--- src/rtl/lbm_pkg.sv ---
// Shared types for the lattice-Boltzmann step sequencer: phase encoding,
// write-enable bundle and the per-phase enable decode.
package lbm_pkg;

  typedef enum logic [2:0] {
    IDLE    = 3'd0,
    INIT    = 3'd1,
    MOMENT  = 3'd2,
    EQUIL   = 3'd3,
    COLLIDE = 3'd4,
    STREAM  = 3'd5,
    DONE    = 3'd6
  } phase_t;

  localparam int unsigned Q9 = 9;
  localparam int unsigned Q5 = 5;

  typedef struct packed {
    logic p;
    logic ux;
    logic uy;
    logic fin;
    logic fout;
    logic feq;
  } we_vec_t;

  // Moments are written once per node, on the issue carrying the last direction.
  function automatic we_vec_t we_decode(input phase_t ph, input logic last_dir);
    we_vec_t we;
    we = '0;
    case (ph)
      INIT: begin
        we.fin = 1'b1;
        we.p   = last_dir;
        we.ux  = last_dir;
        we.uy  = last_dir;
      end
      MOMENT: begin
        we.p  = last_dir;
        we.ux = last_dir;
        we.uy = last_dir;
      end
      EQUIL:   we.feq  = 1'b1;
      COLLIDE: we.fout = 1'b1;
      STREAM:  we.fin  = 1'b1;
      default: we = '0;
    endcase
    return we;
  endfunction

endpackage

--- src/rtl/lbm_wr_delay.sv ---
// LAT-stage delay line aligning read-issue context with datapath write-back.
// Holds on stall, clears asynchronously on reset.
module lbm_wr_delay
  import lbm_pkg::*;
#(
  parameter int unsigned LAT    = 3,
  parameter int unsigned ADDR_W = 4,
  parameter int unsigned DIR_W  = 4
) (
  input  logic              Clk,
  input  logic              Reset,
  input  logic              stall,
  input  logic              in_valid,
  input  phase_t            in_phase,
  input  logic [ADDR_W-1:0] in_node,
  input  logic [DIR_W-1:0]  in_dir,
  input  logic              in_last,
  output logic              out_valid,
  output phase_t            out_phase,
  output logic [ADDR_W-1:0] out_node,
  output logic [DIR_W-1:0]  out_dir,
  output logic              out_last
);

  typedef struct packed {
    logic              valid;
    phase_t            phase;
    logic [ADDR_W-1:0] node;
    logic [DIR_W-1:0]  dir;
    logic              last;
  } stage_t;

  stage_t pipe [LAT];

  always_ff @(posedge Clk or negedge Reset) begin
    if (!Reset) begin
      for (int unsigned i = 0; i < LAT; i++) pipe[i] <= '0;
    end else if (!stall) begin
      pipe[0] <= '{valid: in_valid, phase: in_phase, node: in_node,
                   dir: in_dir, last: in_last};
      for (int unsigned i = 1; i < LAT; i++) pipe[i] <= pipe[i-1];
    end
  end

  assign out_valid = pipe[LAT-1].valid;
  assign out_phase = pipe[LAT-1].phase;
  assign out_node  = pipe[LAT-1].node;
  assign out_dir   = pipe[LAT-1].dir;
  assign out_last  = pipe[LAT-1].last;

endmodule

--- src/rtl/lbm_step_sequencer.sv ---
// Lattice-Boltzmann time-step sequencer: INIT once, then MOMENT/EQUIL/
// COLLIDE/STREAM per iteration, with start/done handshake and stall.
module lbm_step_sequencer
  import lbm_pkg::*;
#(
  parameter int unsigned NX     = 4,
  parameter int unsigned NY     = 4,
  parameter int unsigned Q      = Q9,
  parameter int unsigned LAT    = 3,
  parameter int unsigned ITER_W = 16,
  localparam int unsigned N      = NX * NY,
  localparam int unsigned ADDR_W = $clog2(N),
  localparam int unsigned DIR_W  = $clog2(Q)
) (
  input  logic              Clk,
  input  logic              Reset,
  input  logic              start,
  input  logic [ITER_W-1:0] num_iter,
  input  logic              stall,
  output logic              busy,
  output logic              done,
  output logic [2:0]        phase,
  output logic [ITER_W-1:0] iter_count,
  output logic              rd_valid,
  output logic [ADDR_W-1:0] rd_node,
  output logic [DIR_W-1:0]  rd_dir,
  output logic [ADDR_W-1:0] wr_node,
  output logic [DIR_W-1:0]  wr_dir,
  output logic              WE_p_mem,
  output logic              WE_ux_mem,
  output logic              WE_uy_mem,
  output logic              WE_fin_mem,
  output logic              WE_fout_mem,
  output logic              WE_feq_mem,
  output logic              select_p,
  output logic              select_ux,
  output logic              select_uy,
  output logic              select_fin
);

  localparam int unsigned DRAIN_W = (LAT > 1) ? $clog2(LAT) : 1;

  phase_t              state_q, state_d;
  logic [ADDR_W-1:0]   node_q, node_d;
  logic [DIR_W-1:0]    dir_q, dir_d;
  logic [DRAIN_W-1:0]  drain_q, drain_d;
  logic                draining_q, draining_d;
  logic [ITER_W-1:0]   iter_q, iter_d, iter_inc;
  logic [ITER_W-1:0]   num_q, num_d;
  logic                sweep, stall_eff, last_dir, last_issue;

  logic                d_valid, d_last;
  phase_t              d_phase;
  we_vec_t             we;

  assign last_dir   = (dir_q == DIR_W'(Q - 1));
  assign last_issue = last_dir && (node_q == ADDR_W'(N - 1));
  assign iter_inc   = iter_q + ITER_W'(1);

  always_ff @(posedge Clk or negedge Reset) begin
    if (!Reset) begin
      state_q    <= IDLE;
      node_q     <= '0;
      dir_q      <= '0;
      drain_q    <= '0;
      draining_q <= 1'b0;
      iter_q     <= '0;
      num_q      <= '0;
    end else begin
      state_q    <= state_d;
      node_q     <= node_d;
      dir_q      <= dir_d;
      drain_q    <= drain_d;
      draining_q <= draining_d;
      iter_q     <= iter_d;
      num_q      <= num_d;
    end
  end

  always_comb begin
    state_d    = state_q;
    node_d     = node_q;
    dir_d      = dir_q;
    drain_d    = drain_q;
    draining_d = draining_q;
    iter_d     = iter_q;
    num_d      = num_q;
    sweep      = 1'b0;
    done       = 1'b0;
    case (state_q)
      IDLE: begin
        if (start) begin
          num_d   = num_iter;
          iter_d  = '0;
          state_d = INIT;
        end
      end
      DONE: begin
        done    = 1'b1;
        state_d = IDLE;
      end
      default: begin
        sweep = 1'b1;
        if (!stall) begin
          if (!draining_q) begin
            if (last_issue) begin
              draining_d = 1'b1;
              drain_d    = '0;
            end else if (last_dir) begin
              dir_d  = '0;
              node_d = node_q + ADDR_W'(1);
            end else begin
              dir_d = dir_q + DIR_W'(1);
            end
          end else if (drain_q == DRAIN_W'(LAT - 1)) begin
            // Drain complete: all writes of this phase have landed.
            draining_d = 1'b0;
            drain_d    = '0;
            node_d     = '0;
            dir_d      = '0;
            case (state_q)
              INIT:    state_d = (num_q == '0) ? DONE : MOMENT;
              MOMENT:  state_d = EQUIL;
              EQUIL:   state_d = COLLIDE;
              COLLIDE: state_d = STREAM;
              STREAM: begin
                iter_d  = iter_inc;
                state_d = (iter_inc == num_q) ? DONE : MOMENT;
              end
              default: state_d = IDLE;
            endcase
          end else begin
            drain_d = drain_q + DRAIN_W'(1);
          end
        end
      end
    endcase
  end

  assign stall_eff = stall && sweep;
  assign rd_valid  = sweep && !draining_q && !stall;
  assign rd_node   = node_q;
  assign rd_dir    = dir_q;
  assign busy      = (state_q != IDLE);
  assign phase     = state_q;
  assign iter_count = iter_q;

  lbm_wr_delay #(
    .LAT    (LAT),
    .ADDR_W (ADDR_W),
    .DIR_W  (DIR_W)
  ) u_wr_delay (
    .Clk       (Clk),
    .Reset     (Reset),
    .stall     (stall_eff),
    .in_valid  (rd_valid),
    .in_phase  (state_q),
    .in_node   (node_q),
    .in_dir    (dir_q),
    .in_last   (last_dir),
    .out_valid (d_valid),
    .out_phase (d_phase),
    .out_node  (wr_node),
    .out_dir   (wr_dir),
    .out_last  (d_last)
  );

  assign we = (d_valid && !stall_eff) ? we_decode(d_phase, d_last) : '0;

  assign WE_p_mem    = we.p;
  assign WE_ux_mem   = we.ux;
  assign WE_uy_mem   = we.uy;
  assign WE_fin_mem  = we.fin;
  assign WE_fout_mem = we.fout;
  assign WE_feq_mem  = we.feq;

  assign select_p   = (state_q == INIT);
  assign select_ux  = (state_q == INIT);
  assign select_uy  = (state_q == INIT);
  assign select_fin = (state_q == INIT);

endmodule

--- config.mk ---
export PLATFORM = sky130hd
export DESIGN_NAME = lbm_step_sequencer
export DESIGN_NICKNAME = d
export VERILOG_FILES = /design/src/rtl/lbm_pkg.sv /design/src/rtl/lbm_wr_delay.sv /design/src/rtl/lbm_step_sequencer.sv
export SDC_FILE = /design/constraint.sdc
export NUM_CORES = 1
export LEC_CHECK = 0
export ABC_AREA = 0
export BUFFER_PORTS_ARGS = -buffer_cell sky130_fd_sc_hd__buf_2
export CAP_MARGIN = 10
export CORE_MARGIN = 3
export CORE_UTILIZATION = 57
export DETAILED_ROUTE_END_ITERATION = 8
export PLACE_DENSITY = 0.8
export REMOVE_ABC_BUFFERS = 1
export SLEW_MARGIN = 20
export SYNTH_ARGS = -nofsm -noshare
export SYNTH_HDL_FRONTEND = slang
export SYNTH_HIERARCHICAL = 1
export SYNTH_SLANG_ARGS = --single-unit
--- constraint.sdc ---
create_clock -name Clk -period 2.5 [get_ports Clk]
set_input_delay 0.125 -clock Clk [delete_from_list [all_inputs] [get_ports Clk]]
set_output_delay 0.125 -clock Clk [all_outputs]
set_load 0.005 [all_outputs]
## Word-level counts from Yosys, hierarchy flattened

Cells that the tools add are included.

| cells by class | value |
|---|---|
| bitwise gates (word level) | 3 |
| equality and inequality tests | 20 |
| add/sub/neg operators | 4 |
| mux-type cells | 34 |
| reduce and logical (&&, ||, !) cells | 28 |

Operator list:

| operator | number |
|---|---|
| two-way mux 16 bit | 5 |
| case mux 16 bit (2 select lines) | 1 |
| two-way mux 4 bit | 7 |
| two-way mux 3 bit | 7 |
| adder 16 x 1 -> 16 bit, second input constant | 1 |
| equality test 16 bit | 1 |
| logical NOT 16 bit | 1 |
| equality test 3 bit, second input constant | 5 |
| case mux 3 bit (5 select lines) | 1 |
| equality test 3 x 2 -> 1 bit, second input constant | 4 |
| nonzero test 2 bit | 5 |
| nonzero test 3 bit | 3 |
| adder 4 x 1 -> 4 bit, second input constant | 2 |
| equality test 4 bit, second input constant | 2 |
| two-way mux 1 bit | 8 |
| AND reduction 4 bit | 2 |
| equality test 3 x 1 -> 1 bit, second input constant | 2 |
| two-way mux 2 bit | 3 |
| two-way mux 6 bit | 1 |
| case mux 3 bit (2 select lines) | 1 |
| AND reduction 6 bit | 1 |
| OR reduction 2 bit | 3 |
| logical AND 1 bit | 5 |
| AND reduction 5 bit | 1 |
| 10 further kinds | 17 |

| storage, ports and cells | value |
|---|---|
| flip-flop bits (word level) | 85 |
| input port bits | 20 |
| output and inout port bits | 48 |
| logic and storage cells | 111 |

## Logic depth before layout (Yosys ltp)

Gate-level depths: netlist of run 1.

| depth | value |
|---|---|
| depth in word-level cells | 8 |
| gate-level depth with buffers | 10 |
| gate-level depth less buffers | 8 |

## Modules after synthesis

The synthesis of run 1 kept the hierarchy.

Modules (own cells, without submodules):

| module | instances | cells each | area an instance (µm²) | seq. area each (µm²) |
|---|---|---|---|---|
| lbm_step_sequencer | 1 | 295 | 2755.1 | 1151.1 |
| lbm_wr_delay | 1 | 93 | 1576.5 | 975.9 |

## Worst setup path after synthesis of run 1

Ideal clock, no wire load.

| timing | value |
|---|---|
| kind | flip-flop to flip-flop |
| start | reg iter_q[0], in the netlist iter_count[0] |
| end | reg state_q[2], in the netlist phase[2] |
| setup slack | 349 ps |
| data arrival time | 2059 ps |
| data required time | 2408 ps |
| path buffers | 0 |
| library setup time | 92 ps |
| stages on the path, launching flop included | 8 |
| clock period less this slack | 2151 ps |
| cells stage by stage | dfrtp_1 -> ha_1 -> nand2_1 -> or4_1 -> xnor2_1 -> nor3_1 -> nand4_1 -> o31ai_2 |

| on the way | value |
|---|---|
| longest elaborated chain between the ends | 8 |

Ends and longest elaborated chain:

| item | line | source |
|---|---|---|
| start, declared | lbm_step_sequencer.sv:48 | `logic [ITER_W-1:0] iter_q, iter_d, iter_inc;` |
| start signal, assigned | lbm_step_sequencer.sv:75 | `iter_q <= iter_d;` |
| adder 16 x 1 -> 16 bit | lbm_step_sequencer.sv:58 | `assign iter_inc = iter_q + ITER_W'(1);` |
| equality test 16 bit | lbm_step_sequencer.sv:128 | `state_d = (iter_inc == num_q) ? DONE : MOMENT;` |
| two-way mux 3 bit | lbm_step_sequencer.sv:128 |  |
| case mux 3 bit (5 select lines) | lbm_step_sequencer.sv:121 | `case (state_q)` |
| two-way mux 3 bit | lbm_step_sequencer.sv:115 | `end else if (drain_q == DRAIN_W'(LAT - 1)) begin` |
| two-way mux 3 bit | lbm_step_sequencer.sv:105 | `if (!draining_q) begin` |
| two-way mux 3 bit | lbm_step_sequencer.sv:104 | `if (!stall) begin` |
| case mux 3 bit (2 select lines) | lbm_step_sequencer.sv:90 | `case (state_q)` |
| end signal, assigned | lbm_step_sequencer.sv:70 | `state_q <= state_d;` |
| end, declared | lbm_step_sequencer.sv:43 | `phase_t state_q, state_d;` |

No other way between the ends. The select of a mux whose other input is x is not followed.
A chain may end at the register's enable or synchronous reset.

## Final worst setup path of run 1

Ends and elaborated chain as after synthesis.

==> impl_metrics.csv, run 1 <==
group,metric,value,unit
hold_path,hold_start,"num_iter[10]",
timing,drv_slew,0,
timing,clock.fmax,422,MHz
logic_synthesis,synth_top_area_cell,"dfrtp_1",
finish,fill_cells,547,
timing,finalSetupTns,0,ps
clocking,clock_tree.root_cell,"clkbuf_8",
finish,syn_to_final_growth,15.0,%
clocking,cts_setup_buffers,0,
run_status,status,"finished clean",
timing,finalCritPeriodShare,94.8,%
drt,drc,0,
drt,vias,3154,
pwr,power,4.72,mW
logic_synthesis,synthXorXnorAreaFrac,5.05,%
logic_synthesis,yosys_warnings,6,
pwr,pwr-share-comb,32.6,%
logic_synthesis,synthTopCellsByArea,"dfrtp_1 49%, mux2_2 12%, o21ai_0 3.8%",
pwr,switching_share,33.4,%
logic_synthesis,avgSynthCellArea,11.2,um2
logic_synthesis,synth_top_family_by_area,"multiplexers",
drt,drt-initial-drc-count,270,
worst_setup_path,slowest_stage,"or4_1",
timing,hold_viol_final,0,
worst_setup_path,rr_startpoint,"iter_count[0]$_DFFE_PN0P_",
logic_synthesis,yosys.area_share.simple,14.1,%
logic_synthesis,syn-cell-area,4330,um2
logic_synthesis,yosysTopAreaCellShare,49.1,%
logic_synthesis,synth.most_common_cell,"dfrtp_1",
logic_synthesis,synthTopCellsByCount,"85 x dfrtp_1, 46 x mux2_2, 33 x o21ai_0, 29 x nor2_1, 25 x nand2_1",
grt,grt_usage,21.9,%
logic_synthesis,yosysSeqAreaShare,49.1,%
worst_setup_path,critPathCaptureType,"flip-flop",
place,placement.io_buffers,67,
finish,insertedDiodeCount,0,
grt,grt_max_degree,86,
worst_setup_path,crit_path_max_fanout,8,
floorplanning,core_region_area,7330,um2
pwr,p_int,3.14,mW
drt,wl,9.00,mm
drt,first_pass_iters,4,
place,dp_hpwl,6.17,mm
floorplanning,dieArea,8680,um2
place,place.gp.congestion,0.909,
clocking,clkTransAtPathRegs,90,ps
worst_setup_path,endpoint,"phase[2]$_DFFE_PN0P_",
clocking,clk_path_buf_depth,2,
timing,setup_violations,0,
worst_setup_path,worstPathArrival,2640,ps
logic_synthesis,async_reset_ff_share,100,%
clocking,cts.htree.levels,3,
hold_path,hold_class,"input port to flip-flop",
logic_synthesis,synth_seq_cells,85,
pwr,powerDensity,947,nW/um2
grt,antenna_found_initial,0,
pwr,cellLeakagePower,2.35,nW
pwr,p_seq_share,46.5,%
worst_setup_path,crit_start,"iter_count[0]$_DFFE_PN0P_",
floorplanning,start_util,59.1,%
logic_synthesis,synthMuxAreaShare,16.6,%
pwr,switchingPower,1.58,mW
logic_synthesis,synth-edff-count,0,
floorplanning,num_rows,31,
drt,route.detailed.wl_per_inst,16.1,um
floorplanning,ios,68,
pwr,ir_worst_vdd,0.396,mV
worst_setup_path,slowest_delay,570,ps
drt,final_antenna_net_count,0,
logic_synthesis,synthFlopType,"dfrtp_1",
worst_setup_path,reg2reg_to,"phase[2]$_DFFE_PN0P_",
worst_setup_path,critPathKind,"flip-flop to flip-flop",
clocking,clock_latency,360,ps
grt,grt_overflow,0,
clocking,cts_tree,"yes",
worst_setup_path,start_kind,"flip-flop",
pwr,pwr-share-clk,20.9,%
finish,layout-drive-gt1-share,34.5,%
timing,tightest_slew,753,ps
worst_setup_path,rrSetupSlack,130,ps
floorplanning,fp.dieW,93.2,um
logic_synthesis,synthAdderAreaFrac,1.16,%
worst_setup_path,crit_chain,"ha_1 -> nand2_2 -> or4_1 -> xnor2_1 -> nor3_1 -> nand4_1 -> o31ai_2",
finish,final_nets,480,
finish,final_cells,560,
worst_setup_path,rr_worst_depth,7,
worst_setup_path,cp.required,2770,ps
grt,grt_pass1_vias,3071,
clocking,clock_sinks,85,
clocking,cts_made_buffers,9,
drt,routed_via_density,5.63,
logic_synthesis,netlist_instances,388,
timing,finalClockSkew,9.18,ps
logic_synthesis,synth-compound-area-share,8.20,%
timing,relSlewSlack,49.8,%
floorplanning,die_y,93.2,um
grt,grt_pass1_wl,15.0,mm
place,dp.cells,531,
timing,grt_setup_unrepaired,"false",
logic_synthesis,synth_cell_types,51,
timing,fin_crit,2370,ps
hold_path,hold_depth,2,
job,maxCapViolCount,0,
[critical path: cells and delay by family, from the launching register on]
family | cells | cell delay (ps)
and+or+nand+nor | 4 | 1110
DFF | 1 | 520
adders and majority gates | 1 | 320
AOI/OAI and AO/OA | 1 | 180
xor gates and xnor gates | 1 | 160
[power by group through the flow]
stage | combinational (mW) | sequential (mW) | clock, mW
2_1_floorplan | 1.07 | 2.12 | 0
3_3_place_gp | 1.47 | 2.18 | 0
3_5_place_dp | 1.52 | 2.22 | 0
4_1_cts | 1.55 | 2.19 | 1.02
5_1_grt | 1.70 | 2.25 | 1.07
6_report | 1.54 | 2.19 | 0.988
[layout make-up]
| cell class | count | area (um2) | share of cell area (%) |
|---|---|---|---|
| Clock buffer | 11 | 141 | 2.84 |
| Clock inverter | 5 | 57.6 | 1.16 |
| Inverter | 8 | 30.0 | 0.603 |
| Multi-Input combinational cell | 262 | 1960 | 39.3 |
| Sequential cell | 85 | 2130 | 42.7 |
| Tap cell | 99 | 124 | 2.49 |
| Timing Repair Buffer | 90 | 547 | 11.0 |
[through the flow]
step	worst slack [ps]	instance area, um2	util, %	hold slack, ps
CTS	52.9	4970	67.7	0.172
global route	11.0	4980	68.0	3.82
floorplan	76.6	4110	-	-171
global placement	240	4650	63.4	358
detailed placement	83.9	4650	63.4	361
finish	131	4980	68.0	15.0
[state kept, by name, indices dropped and copies added (netlist names)]
name / flops
u_wr_delay/pipe: 26
iter_count: 16
num_q: 16
rd_dir: 4
rd_node: 4
u_wr_delay/out_dir: 4
u_wr_delay/out_node: 4
phase: 3
u_wr_delay/out_phase: 3
drain_q: 2
draining_q: 1
u_wr_delay/out_last: 1
u_wr_delay/out_valid: 1
[layer usage]
metal	part of all wire, %	vias up	wire [um]	global-route usage (%)
met5	0	-	0	0
met4	2.3	0	204	8.79
met3	4.9	16	442	4.18
met2	49	90	4410	35.1
met1	44	1550	3950	29.5
li1	-	1498	-	-
[worst min-delay path by stage]
stage / endpoint
after floorplan: drain_q[0]$_DFFE_PN0P_
after global placement: num_q[1]$_DFFE_PN0P_
after detailed placement: num_q[5]$_DFFE_PN0P_
after CTS: num_q[15]$_DFFE_PN0P_
after global routing: num_q[6]$_DFFE_PN0P_
final: num_q[10]$_DFFE_PN0P_
[timing repair]
action / in CTS / in global routing
endpoints found under the hold margin: 61 / 1
hold buffers: 12 / 1
resized for setup: 0 / 1
setup endpoints to repair: 0 / 1
[cell families after synthesis]
| logic type | count (synthesis) |
|---|---|
| AO/OA/AOI/OAI | 58 |
| XOR/XNOR | 25 |
| adder cells (fa/ha/maj) | 4 |
| buffers and inverters | 41 |
| flip-flops | 85 |
| multiplexers | 61 |
| AND/OR/NAND/NOR | 114 |
[layout by cell type (no fill, tap or decap), drive strengths merged, types with 11 or more instances in the layout]
cell type and instances:
o21ai 33, nor2 30, nand2 26, dlygate4sd3 13
nor3 11, buf 77, mux2 56, xor2 11
dfrtp 85, xnor2 14, clkbuf 11
(Power assumes the default switching activity.)
==> run 2: changes to the inputs <==
--- a/config.mk
+++ b/config.mk
@@ -7,12 +7,13 @@
 export LEC_CHECK = 0
 export ABC_AREA = 0
 export BUFFER_PORTS_ARGS = -buffer_cell sky130_fd_sc_hd__buf_2
-export CAP_MARGIN = 10
 export CORE_MARGIN = 3
 export CORE_UTILIZATION = 57
+export CTS_CLUSTER_SIZE = 40
 export DETAILED_ROUTE_END_ITERATION = 8
 export PLACE_DENSITY = 0.8
 export REMOVE_ABC_BUFFERS = 1
+export SETUP_SLACK_MARGIN = 0.15
 export SLEW_MARGIN = 20
 export SYNTH_ARGS = -nofsm -noshare
 export SYNTH_HDL_FRONTEND = slang
==> run 2 against run 1 <==
Non-clock buffer count unchanged. Final area increased by 0.33%. Sequential share of layout area about the same. Total power is 0.10% higher. Sequential power is essentially flat. Die area did not move. Highest routed layer unchanged. Global-route usage about the same.
==> impl_metrics.csv, run 2 (synthesized netlist as in run 1, its figures left out) <==
group,metric,value,unit
finish,final_cells,560,
clocking,clock_sinks,85,
finish,final_cell_mix,"81 x dfrtp_1, 66 x buf_2, 46 x mux2_2",
grt,grt_usage,21.9,%
drt,route.detailed.wl_per_inst,16.0,um
timing,fin_ws,236,ps
drt,drt-initial-drc-count,307,
pwr,p_seq_share,46.5,%
timing,drv_slew,0,
timing,hold_viol_final,0,
timing,finalCritPeriodShare,90.6,%
grt,antenna_found_initial,0,
finish,final_nets,480,
floorplanning,ios,68,
place,place.gp.congestion,0.909,
hold_path,worstHoldEndpoint,"num_q[3]$_DFFE_PN0P_",
clocking,clk_path_buf_depth,2,
timing,tightest_slew,748,ps
timing,grt_setup_unrepaired,"true",
timing,relSlewSlack,50.1,%
hold_path,hold_depth,2,
hold_path,hold_class,"input port to flip-flop",
place,place_ws,83.9,ps
pwr,pwr-share-clk,21.0,%
drt,wl_met3,511,um
floorplanning,start_util,59.1,%
floorplanning,num_rows,31,
finish,fill_cells,550,
finish,top_register,"u_wr_delay/pipe",
floorplanning,dieArea,8680,um2
timing,finalSetupTns,0,ps
floorplanning,die_y,93.2,um
worst_setup_path,reg2reg_to,"phase[2]$_DFFE_PN0P_",
pwr,switchingPower,1.58,mW
drt,met1_length,3.88,mm
pwr,cellLeakagePower,2.34,nW
clocking,cts_tree,"yes",
finish,largest_register_ffs,26,
worst_setup_path,start_kind,"flip-flop",
worst_setup_path,cp.required,2760,ps
drt,top_layer_used,"met4",
pwr,ir_worst_vdd,0.395,mV
place,dp.cells,531,
drt,drc,0,
place,dp_hpwl,6.17,mm
finish,insertedDiodeCount,0,
worst_setup_path,worstPathArrival,2530,ps
timing,finalClockSkew,9.56,ps
grt,grt_pass1_wl,15.0,mm
place,placement.io_buffers,67,
job,maxCapViolCount,0,
timing,setup_violations,0,
floorplanning,fp.dieW,93.2,um
timing,fin_crit,2260,ps
clocking,cts_made_buffers,9,
pwr,pwr-share-comb,32.6,%
drt,wl,8.98,mm
hold_path,hold_start,"num_iter[3]",
worst_setup_path,critPathCaptureType,"flip-flop",
worst_setup_path,crit_path_max_fanout,8,
grt,grt_pass1_vias,3073,
clocking,cts_setup_buffers,0,
clocking,cts.htree.levels,3,
drt,dr_wl_met2,4.36,mm
timing,clock.fmax,442,MHz
worst_setup_path,slowest_delay,570,ps
timing,holdWs,11.8,ps
drt,vias,3166,
run_status,status,"finished clean",
pwr,switching_share,33.4,%
worst_setup_path,rr_worst_depth,7,
clocking,clock_tree.root_cell,"clkbuf_8",
worst_setup_path,slowest_stage,"or4_1",
grt,grt_overflow,0,
worst_setup_path,critPathKind,"flip-flop to flip-flop",
drt,routed_via_density,5.65,
worst_setup_path,crit_chain,"ha_2 -> nand2_2 -> or4_1 -> xnor2_1 -> nor3_1 -> nand4_1 -> o31ai_2",
finish,layout_commonest_cell,"dfrtp_1",
clocking,clock_latency,360,ps
worst_setup_path,rr_startpoint,"iter_count[1]$_DFFE_PN0P_",
worst_setup_path,rrSetupSlack,240,ps
finish,layout-drive-gt1-share,36.0,%
drt,first_pass_iters,4,
finish,syn_to_final_growth,15.4,%
grt,grt_max_degree,86,
clocking,clkTransAtPathRegs,90,ps
pwr,powerDensity,945,nW/um2
floorplanning,core_region_area,7330,um2
pwr,p_int,3.14,mW
drt,final_antenna_net_count,0,
-- run 2: critical path: cells and delay by family (launching register included) --
kind | cells | cell delay (ps)
simple gates | 4 | 1070
flops | 1 | 470
fa+ha+maj | 1 | 290
compound gates | 1 | 180
xor+xnor | 1 | 160
-- run 2: power groups by stage --
| stage | sequential [mW] | clock, mW | combinational [mW] |
|---|---|---|---|
| final | 2.19 | 0.990 | 1.54 |
| after global routing | 2.25 | 1.07 | 1.70 |
| after CTS | 2.19 | 1.02 | 1.55 |
| after detailed placement | 2.22 | 0 | 1.52 |
| after global placement | 2.18 | 0 | 1.47 |
| after floorplan | 2.12 | 0 | 1.07 |
-- run 2: how the worst max path moves through the flow --
stage / cells past startpoint / endpoint / from / slack, ps
finish: 7 / phase[2]$_DFFE_PN0P_ / iter_count[1]$_DFFE_PN0P_ / 240
global placement: 7 / phase[2]$_DFFE_PN0P_ / iter_count[0]$_DFFE_PN0P_ / 240
detailed placement: 7 / phase[2]$_DFFE_PN0P_ / iter_count[0]$_DFFE_PN0P_ / 80
CTS: 6 / phase[2]$_DFFE_PN0P_ / iter_count[2]$_DFFE_PN0P_ / 190
global route: 7 / phase[2]$_DFFE_PN0P_ / iter_count[1]$_DFFE_PN0P_ / 130
floorplan: 5 / WE_p_mem / phase[1]$_DFFE_PN0P_ / 80
-- run 2: per-stage QoR --
| step | utilization, % | total power, mW | cell area (um2) |
|---|---|---|---|
| after floorplan | - | 3.19 | 4110 |
| after global routing | 68.2 | 5.03 | 5000 |
| after CTS | 67.8 | 4.75 | 4970 |
| final | 68.2 | 4.72 | 5000 |
| after global placement | 63.4 | 3.65 | 4650 |
| after detailed placement | 63.4 | 3.74 | 4650 |
-- run 2: area by class of cell --
type                            count  area (um2)  area share (%)
Multi-Input combinational cell    262        1970            39.3
Clock inverter                      5        57.6            1.15
Sequential cell                    85        2130            42.7
Timing Repair Buffer               90         547            10.9
Inverter                            8        30.0           0.601
Clock buffer                       11         141            2.83
Tap cell                           99         124            2.48
-- run 2: repair_timing --
item                                    in CTS  in global routing
endpoints found under the setup margin       1                  6
gates cloned                                 0                  0
hold endpoints to repair                    61                  1
gates resized for setup                      2                  6
hold buffers                                12                  1
-- run 2: metal layers --
layer	GRT usage (%)	vias up
li1	-	1494
met1	29.5	1541
met2	35.2	113
met3	4.18	18
met4	8.79	0
met5	0	-
==> run 3: changes to the inputs <==
--- a/config.mk
+++ b/config.mk
@@ -7,7 +7,6 @@
 export LEC_CHECK = 0
 export ABC_AREA = 0
 export BUFFER_PORTS_ARGS = -buffer_cell sky130_fd_sc_hd__buf_2
-export CORE_MARGIN = 3
 export CORE_UTILIZATION = 57
 export CTS_CLUSTER_SIZE = 40
 export DETAILED_ROUTE_END_ITERATION = 8
==> run 3 against run 2 <==
Total power increased by 1.3%. Non-clock buffer count up 4. Critical path depth fell by 2. Combinational power is 3% higher. Worst hold slack better by 2.1 ps. Fmax grew 2.2%. Setup slack improved by 48 ps. Via count is 1.2% lower. Die area fell by 8.4%. Highest routed layer unchanged. Largest power group unchanged. Sequential cell count unchanged. First-iteration DRC count is 9.8% higher.
==> impl_metrics.csv, run 3 (synthesized netlist as in run 1, its figures left out) <==
group,metric,value,unit
worst_setup_path,rr_startpoint,"iter_count[1]$_DFFE_PN0P_",
place,placement.io_buffers,67,
finish,multi_input_area,1970,um2
drt,routed_via_density,5.54,
timing,drv_slew,0,
timing,tightest_slew,680,ps
finish,insertedDiodeCount,0,
timing,relSlewSlack,54.3,%
worst_setup_path,crit_chain,"xor2_1 -> o21a_4 -> nand2b_1 -> nor4b_1 -> buf_2",
worst_setup_path,critPathCaptureType,"output pin",
timing,fin_ws,284,ps
worst_setup_path,start_kind,"flip-flop",
grt,grt_usage,24.3,%
clocking,cts.htree.levels,3,
drt,first_pass_iters,4,
timing,grt_setup_unrepaired,"true",
timing,holdWs,13.8,ps
finish,final_nets,484,
timing,setup_violations,0,
grt,grt_max_degree,48,
grt,antenna_found_initial,1,
timing,finalSetupTns,0,ps
drt,drt-initial-drc-count,337,
hold_path,worstHoldEndpoint,"num_q[11]$_DFFE_PN0P_",
clocking,clk_path_buf_depth,2,
timing,hold_viol_final,0,
clocking,clkTransAtPathRegs,90,ps
finish,final_cell_mix,"82 x dfrtp_1, 66 x buf_2, 46 x mux2_2",
clocking,cts_made_buffers,9,
job,maxCapViolCount,0,
place,place.gp.congestion,0.894,
drt,wl,8.79,mm
pwr,ir_worst_vdd,0.467,mV
finish,top_register,"u_wr_delay/pipe",
floorplanning,num_rows,31,
grt,grt_overflow,0,
drt,route.detailed.wl_per_inst,15.6,um
finish,syn_to_final_growth,16.8,%
finish,seq_area,2130,um2
worst_setup_path,cp.required,2380,ps
worst_setup_path,rrSetupSlack,330,ps
worst_setup_path,slowest_delay,510,ps
clocking,clock_tree.root_cell,"clkbuf_8",
clocking,clock_sinks,85,
finish,largest_register_ffs,26,
worst_setup_path,slowest_stage,"dfrtp_1",
pwr,cellLeakagePower,2.37,nW
clocking,cts_tree,"yes",
floorplanning,core_region_area,7290,um2
worst_setup_path,worstPathArrival,2090,ps
pwr,powerDensity,945,nW/um2
place,place_ws,147,ps
run_status,status,"finished clean",
timing,finalCritPeriodShare,88.6,%
worst_setup_path,reg2reg_to,"phase[2]$_DFFE_PN0P_",
timing,finalClockSkew,8.93,ps
worst_setup_path,rr_worst_depth,7,
clocking,clock_latency,370,ps
drt,drc,0,
pwr,power,4.78,mW
floorplanning,ios,68,
floorplanning,dieArea,7950,um2
worst_setup_path,critPathKind,"flip-flop to output pin",
grt,grt_pass1_wl,14.5,mm
floorplanning,fp.dieW,89.2,um
hold_path,hold_class,"input port to flip-flop",
worst_setup_path,crit_path_max_fanout,15,
floorplanning,die_y,89.2,um
hold_path,hold_depth,2,
hold_path,hold_start,"num_iter[11]",
floorplanning,start_util,59.4,%
finish,layout_commonest_cell,"dfrtp_1",
timing,fin_crit,2220,ps
timing,clock.fmax,451,MHz
finish,fill_cells,560,
place,dp_hpwl,6.05,mm
finish,layout-drive-gt1-share,35.9,%
grt,grt_pass1_vias,2964,
drt,final_antenna_net_count,0,
drt,vias,3127,
run 3: cell count changes in the layout (fill, tap and decap cells not counted), sizes merged:
cell,delta
dlygate4sd3,+2
clkinvlp,+1
clkinv,-1
buf,+2
clkbuf,-2
inv,+2
run 3: how the worst max path moves through the flow:
stage                                   start              endpoint  slack, ps  cells after the start
CTS                      phase[1]$_DFFE_PN0P_           WE_fout_mem        160                      5
global placement    iter_count[0]$_DFFE_PN0P_  phase[2]$_DFFE_PN0P_        230                      7
finish                   phase[2]$_DFFE_PN0P_           WE_fout_mem        280                      5
global route             phase[2]$_DFFE_PN0P_           WE_fout_mem        140                      5
floorplan                phase[1]$_DFFE_PN0P_              WE_p_mem         80                      5
detailed placement  iter_count[0]$_DFFE_PN0P_  phase[2]$_DFFE_PN0P_        150                      7
run 3: cell type report:
type                       count  area share, %
clock buffer                   9           2.45
clock inverter                 7           1.63
inverter                       8          0.593
multi-input combinational    262           38.9
sequential                    85           42.1
tap                           99           2.45
timing repair buffer          94           11.9
run 3: what timing repair did:
item | CTS | global route
endpoints found under the hold margin | 52 | 0
endpoints found under the setup margin | 1 | 7
buffers inserted | 0 | 0
resized for setup | 1 | 6
hold buffers | 15 | 0
run 3: critical path, delay by kind of cell (launching register included):
kind	cells	cell delay [ps]
buf+inv	1	170
compound gates	1	300
simple gates	2	510
flops	1	510
xor+xnor	1	230
run 3: per-stage QoR:
stage | cells | utilization, % | cell area, um2
after detailed placement | 533 | 64.3 | 4690
final | 564 | 69.4 | 5060
after floorplan | 355 | - | 4110
after global placement | 533 | 64.3 | 4690
after CTS | 564 | 69.2 | 5050
after global routing | 564 | 69.4 | 5060
run 3: routing by layer:
| layer | GRT usage (%) | up-vias | part of all wire [%] |
|---|---|---|---|
| met3 | 4.99 | 20 | 5.2 |
| met1 | 33.6 | 1513 | 45 |
| met4 | 11.0 | 0 | 2.2 |
| met5 | 0 | - | 0 |
| li1 | - | 1501 | - |
| met2 | 37.4 | 93 | 48 |
run 3: power breakdown:
part / switching [mW] / internal, mW / leakage, nW / total [mW]
Clock: 0.537 / 0.479 / 0.104 / 1.02
Sequential: 0.403 / 1.78 / 1.10 / 2.19
Combinational: 0.690 / 0.893 / 1.17 / 1.58
Total: 1.63 / 3.15 / 2.37 / 4.78
